[src/rtl/cache_bus_responder.sv]
// Cache line fill / writeback burst engine.
// Splits one line request into beat-sized memory transactions.
module cache_bus_responder #(
  parameter int PA_BITS = 34,
  parameter int LINELEN = 256,
  parameter int BEATLEN = 64,
  parameter int LOGBWPL = $clog2(LINELEN/BEATLEN)
) (
  input  logic               clk,
  input  logic               reset,
  input  logic [1:0]         CacheBusRW,
  input  logic [PA_BITS-1:0] CacheBusAdr,
  input  logic [BEATLEN-1:0] CacheWriteBeat,
  output logic               CacheBusAck,
  output logic [LOGBWPL-1:0] BeatCount,
  output logic               SelBusBeat,
  output logic [LINELEN-1:0] FetchBuffer,
  output logic               CacheBusCommitted,
  output logic               MemValid,
  output logic               MemWrite,
  output logic [PA_BITS-1:0] MemAdr,
  output logic [BEATLEN-1:0] MemWData,
  input  logic               MemReady,
  input  logic [BEATLEN-1:0] MemRData
);

  localparam int NBEATS   = LINELEN / BEATLEN;
  localparam int BYTE_OFF = $clog2(BEATLEN / 8);
  localparam int LINE_OFF = $clog2(LINELEN / 8);
  localparam int TAG_W    = PA_BITS - LINE_OFF;
  localparam logic [LOGBWPL-1:0] LAST_BEAT = LOGBWPL'(NBEATS - 1);

  typedef enum logic [1:0] {
    IDLE,
    WRITE,
    READ,
    DONE
  } state_e;

  state_e               state_q, state_d;
  logic [LOGBWPL-1:0]   beat_q, beat_d;
  logic [TAG_W-1:0]     tag_q, tag_d;
  logic [LINELEN-1:0]   fetch_q, fetch_d;

  logic busy;
  logic beat_done;
  logic last_beat;
  logic unused_off;

  // Byte offset within the line is recomputed from the beat counter.
  assign unused_off = ^CacheBusAdr[LINE_OFF-1:0];

  assign busy      = (state_q == WRITE) || (state_q == READ);
  assign beat_done = busy && MemReady;
  assign last_beat = beat_done && (beat_q == LAST_BEAT);

  // Next-state, beat counter and fill-buffer assembly.
  always_comb begin
    state_d = state_q;
    beat_d  = beat_q;
    tag_d   = tag_q;
    fetch_d = fetch_q;
    unique case (state_q)
      IDLE: begin
        beat_d = '0;
        if (CacheBusRW[0]) begin
          state_d = WRITE;
          tag_d   = CacheBusAdr[PA_BITS-1:LINE_OFF];
        end else if (CacheBusRW[1]) begin
          state_d = READ;
          tag_d   = CacheBusAdr[PA_BITS-1:LINE_OFF];
        end
      end
      WRITE: begin
        if (beat_done) begin
          beat_d = beat_q + LOGBWPL'(1);
        end
        if (last_beat) begin
          beat_d  = '0;
          state_d = CacheBusRW[1] ? READ : DONE;
        end
      end
      READ: begin
        if (beat_done) begin
          beat_d = beat_q + LOGBWPL'(1);
          for (int i = 0; i < NBEATS; i++) begin
            if (beat_q == LOGBWPL'(i)) begin
              fetch_d[i*BEATLEN +: BEATLEN] = MemRData;
            end
          end
        end
        if (last_beat) begin
          beat_d  = '0;
          state_d = DONE;
        end
      end
      DONE: begin
        state_d = IDLE;
      end
    endcase
  end

  // State registers with synchronous reset.
  always_ff @(posedge clk) begin
    if (reset) begin
      state_q <= IDLE;
      beat_q  <= '0;
      tag_q   <= '0;
      fetch_q <= '0;
    end else begin
      state_q <= state_d;
      beat_q  <= beat_d;
      tag_q   <= tag_d;
      fetch_q <= fetch_d;
    end
  end

  // A writeback followed by a fill acks only at the end of the fill.
  assign CacheBusAck = last_beat &&
                       ((state_q == READ) || !CacheBusRW[1]);

  assign BeatCount         = beat_q;
  assign SelBusBeat        = busy;
  assign CacheBusCommitted = busy;
  assign FetchBuffer       = fetch_q;
  assign MemValid          = busy;
  assign MemWrite          = (state_q == WRITE);
  assign MemWData          = CacheWriteBeat;
  assign MemAdr            = {tag_q, beat_q, {BYTE_OFF{1'b0}}};

endmodule
[config.mk]
export PLATFORM = sky130hd
export DESIGN_NAME = cache_bus_responder
export DESIGN_NICKNAME = d
export VERILOG_FILES = /design/src/rtl/cache_bus_responder.sv
export SDC_FILE = /design/constraint.sdc
export NUM_CORES = 1
export LEC_CHECK = 0
export ABC_CLOCK_PERIOD_IN_PS = 2000
export CAP_MARGIN = 0
export CORE_AREA = 2 2 208 210
export CTS_CLUSTER_DIAMETER = 80
export DETAILED_ROUTE_END_ITERATION = 12
export DIE_AREA = 0 0 210 212
export SLEW_MARGIN = 10
export SYNTH_ARGS = -nofsm -noshare
export SYNTH_HDL_FRONTEND = slang
export SYNTH_SLANG_ARGS = --single-unit
[constraint.sdc]
create_clock -name clk -period 2 [get_ports clk]
set_input_delay 0.4 -clock clk [delete_from_list [all_inputs] [get_ports clk]]
set_output_delay 0.4 -clock clk [all_outputs]
set_load 0.03 [all_outputs]
After elaboration in Yosys (flattened, before gate mapping). Cells that the tools add are included.

Register bits: 289. Input port bits: 167.

Reductions and logical operators: 18. Equal/unequal tests: 10. $add $sub $neg: 1. Mux-type cells: 11.

Operators with widths (number): two-way mux 29 bit (2); AND reduction 3 bit (5); two-way mux 2 bit (6); == test 2 bit, second input constant (4); one-hot mux 2 bit (4 select lines) (1); == test 2 x 1 -> 1 bit, second input constant (2); zero test 2 bit (2); one-hot mux 2 bit (2 select lines) (1); AND reduction 2 bit (2); nonzero test 2 bit (2); logical AND 1 bit (3); inequality test 3 x 1 -> 1 bit, second input constant (1); inequality test 3 bit, second input constant (1); adder 2 x 1 -> 2 bit, second input constant (1); logical OR 1 bit (2); inequality test 2 x 1 -> 1 bit, second input constant (1); inequality test 2 bit, second input constant (1); OR reduction 2 bit (1); zero test 1 bit (1); two-way mux 1 bit (1).

Longest topological paths before layout. Gate-level depths: netlist of run 1.

Word-level depth: 6. Depth in mapped cells: 8.

Worst setup path before layout of run 1. No wires, ideal clock.

Path type: register to output. Start: register state_q[0]. End: output port CacheBusAck. Stages on the path, launching flop included: 6. Arrival time: 1.756 ns. Slack: -0.156 ns. Required time: 1.600 ns. Path through: dfxtp_1 inv_1 ha_1 buf_4 nand3_1 a21oi_1.

Word-level cells in the longest chain between the ends: 5. Elaborated cells on any way between the ends: 7. Classes of those cells: eq/ne: 2; reduce/logical: 5.

Ends and longest elaborated chain: start, declared (line 40) `state_e state_q, state_d;`; start signal, assigned (line 111) `state_q <= state_d;`; == test 2 x 1 -> 1 bit / == test 2 bit (equally long branches) (line 53) `assign busy = (state_q == WRITE) || (state_q == READ);`; logical OR 1 bit (*) (line 53); via CacheBusCommitted (line 18) `output logic CacheBusCommitted,`; logical AND 1 bit (*) (line 54) `assign beat_done = busy && MemReady;`; logical AND 1 bit (*) (line 55) `assign last_beat = beat_done && (beat_q == LAST_BEAT);`; logical AND 1 bit (*) (line 119) `assign CacheBusAck = last_beat &&`; end, declared (line 14) `output logic CacheBusAck,`.

Mark *: on every way through the listed nets, which the timed path passes. The rest lies on a longest branch.

Worst setup path in the final report of run 1.
Start: register state_q[1]. End: output port CacheBusAck.

Word-level cells in the longest chain between the ends: 5. Elaborated cells on any way between the ends: 7. Classes of those cells: eq/ne: 2; reduce/logical: 5.

Ends and longest elaborated chain (line): == test 2 x 1 -> 1 bit / == test 2 bit (equally long branches) (53, 120); logical OR 1 bit (53); logical AND 1 bit (54); logical AND 1 bit (55); logical AND 1 bit (*) (119).

Every way passes the cells marked *; elsewhere a longest branch is shown, timed or not.

==> results.yml, run 1 <==
power:
  powerDensity_mw_per_mm2: 924
  p_int_mw: 11.1
  pwr-share-comb: 0.191
  clockPowerShare: 0.412
  switching_share: 0.282
  p_seq_frac: 0.397
  max-vdd-ir-drop_v: 0.00103
  p_sw_mw: 4.38
  cellLeakagePower_nw: 7.21
detailed_routing:
  drtAntennaViolNets: 0
  first_pass_iters: 5
  wl_um: 38300
  initialDrtViolationCount: 587
  vias: 10100
  drc: 0
  via_per_inst: 4.51
  wire_per_inst_um: 17.1
placed_design:
  gp_congestion: 0.747
  hpwl_um: 25800
  placed_area_sq_mm: 0.0154
  portBuffers: 391
  placed_cells: 2174
  post-place-ws_ps: 12.9
grt:
  grt_pass1_wl_um: 58000
  grt_pass1_vias: 9992
  antenna_found_initial: 1
  overflow: 0
  grtUsageTotal: 0.167
  grt_max_degree: 68
worst_hold_path:
  min-delay-start: "reset"
  holdPathEnd: "FetchBuffer[178]"
  min_path_cells: 2
  min_path_type: "in -> reg"
setup_path:
  r2r_setup_slack_ps: 180
  path_cells: "inv_4 -> ha_4 -> nand3_4 -> a21oi_4 -> buf_6"
  cp_slowest_cell: "dfxtp_4"
  reg2reg_from: "state_q[0]"
  crit_family: "flip-flops"
  worst-r2r-cell-count: 8
  critPathMaxStageDelay_ps: 370
  worst_setup_path_end_kind: "output port"
  path_class: "reg -> out"
  startpoint_type: "flop"
  rr_endpoint: "FetchBuffer[98]"
  cp.depth: 5
  crit_required_ps: 1600
  crit_path_max_fanout: 3
  crit_buf_inv: 2
  cp_data_arrival_time_ps: 1600
finish:
  regArea_sq_mm: 0.00580
  fin_area_sq_mm: 0.0168
  n_fill_cell: 4276
  multi_input_area_sq_mm: 0.00449
  fin_util: 0.395
  instances_no_fill: 2238
  areaGrowthSynthToFinish_pct: 48.4
  drive_gt1_frac: 0.145
  layout.nets: 1844
yosys:
  synthArstFlopShare: 0
  ys_ff_latch: 289
  synthTopCellsByArea: "dfxtp_1 51%, nand2_1 19%, a21oi_2 9.3%"
  yosys-top-cells-count: "571 x nand2_1, 289 x dfxtp_1, 168 x a21oi_1"
  syn_inst: 1356
  yosysSeqAreaShare: 0.512
  ys_types: 29
  synth-main-ff-cell: "dfxtp_1"
  syn_avg_cell_area_sq_um: 8.34
  yosys.cell_count.top_type: "nand2_1"
  syn-cell-area_sq_mm: 0.0113
  yosysWarningCount: 0
  synth-edff-count: 0
  yosys.area.top_type: "dfxtp_1"
  synth.top_cell.area_share: 0.512
die:
  top_level_ports: 528
  die_h_um: 212
  design.core.area_sq_mm: 0.0425
  dieArea_sq_mm: 0.0445
  die_x_um: 210
  num_rows: 76
  start_util: 0.266
timing:
  drv_slew: 0
  finalSetupViolations: 0
  fmax_ghz: 0.500
  holdWs_ps: 199
  finalHoldViolCount: 0
  setup_slack_ps: 0.508
  rsz0062_at_grt: "true"
  period_needed_ps: 2000
  period_share: 1.00
  final.setup_skew_ps: 15.8
clock_tree:
  cts.sinks: 289
  clkLatencyLatePin_ps: 530
  holdBufCountCts: 0
  clock_path_buffers: 3
  numCtsBuffers: 34
  clk_pin_slew_worst_paths_ps: 60
  clock-root-buffer: "clkbuf_16"
  cts_max_level: 2
  cts_tree: "built"
outcome:
  status: "complete, no violations"
run:
  maxCapViolCount: 0
-- routing by layer --
metal | vias to the layer above | GRT usage | part of all wire
li1 | 4901 | - | -
met1 | 4752 | 0.197 | 0.41
met2 | 379 | 0.286 | 0.49
met3 | 62 | 0.0501 | 0.078
met4 | 0 | 0.0616 | 0.025
met5 | - | 0 | 0
-- cell families (layout without fill, tap and decap cells) --
family	after synthesis	count (layout)	share of synthesized area
and+or+nand+nor	591	591	0.204
DFF	289	289	0.512
AOI/OAI and AO/OA	295	295	0.171
other	1	4	0.000332
buffers and inverters	169	502	0.101
adders and majority gates	9	9	0.00996
muxes	2	2	0.00177
-- power by group through the flow --
stage               clock, mW  sequential, mW  combinational, mW
floorplan                   0            6.69               1.39
global placement            0            6.26               2.84
detailed placement          0            6.27               2.86
CTS                      6.61            6.16               2.96
global route             6.83            6.18               3.19
finish                   6.38            6.16               2.97
-- cell type report --
class                           instances  share of cell area
Clock buffer                           52              0.0633
Inverter                                5             0.00127
Multi-Input combinational cell        900               0.268
Clock inverter                          7             0.00552
Sequential cell                       289               0.345
Tap cell                              546              0.0407
Antenna cell                            1            0.000149
Timing Repair Buffer                  438               0.276
-- registers in the layout, indices dropped and copies added (netlist names) --
name / flops
FetchBuffer: 256
tag_q: 29
BeatCount: 2
state_q: 2
-- worst reg2reg max path, delay by kind of cell (launching register included) --
| kind | cells | cell delay (ps) |
|---|---|---|
| fa+ha+maj | 1 | 240 |
| flops | 1 | 320 |
| simple gates | 2 | 250 |
| compound gates | 1 | 140 |
| buf+inv | 4 | 800 |
-- how the worst max path moves through the flow --
stage,endpoint,slack [ps],startpoint
2_1_floorplan,CacheBusAck,20,state_q[0]
3_3_place_gp,FetchBuffer[105],50,MemReady
3_5_place_dp,FetchBuffer[98],10,MemReady
6_report,CacheBusAck,0.5,state_q[1]
5_1_grt,CacheBusAck,-60,state_q[1]
4_1_cts,CacheBusAck,-40,state_q[1]
-- repair_timing --
| item | in CTS | in global routing |
|---|---|---|
| endpoints found under the setup margin | 91 | 79 |
| pin swaps | 2 | 1 |
| gates resized for setup | 107 | 79 |
| setup buffers | 3 | 1 |
-- metrics by stage --
| stage | power, mW | setup TNS, ps |
|---|---|---|
| after global placement | 9.11 | 0 |
| after global routing | 16.2 | -62.0 |
| final | 15.5 | 0 |
| after floorplan | 8.08 | 0 |
| after CTS | 15.7 | -38.2 |
| after detailed placement | 9.13 | 0 |
-- cell usage in the layout (no fill, tap or decap), drive strengths merged, types with 4 or more instances in the layout --
master,count
ha,9
and4,4
clkinv,5
dlymetal6s2s,75
buf,52
a21oi,288
dlygate4sd2,86
clkbuf,52
nand4,4
clkdlybuf4s50,224
dfxtp,289
nand2,571
inv,5
No activity file was read; power rests on OpenSTA's default activity.
==> inputs of run 2 (changes only) <==
--- a/config.mk
+++ b/config.mk
@@ -11,7 +11,6 @@
 export CTS_CLUSTER_DIAMETER = 80
 export DETAILED_ROUTE_END_ITERATION = 12
 export DIE_AREA = 0 0 210 212
-export SLEW_MARGIN = 10
 export SYNTH_ARGS = -nofsm -noshare
 export SYNTH_HDL_FRONTEND = slang
 export SYNTH_SLANG_ARGS = --single-unit
==> results of run 2 <==
Final layout, timing and power as in run 1 (identical DEF).
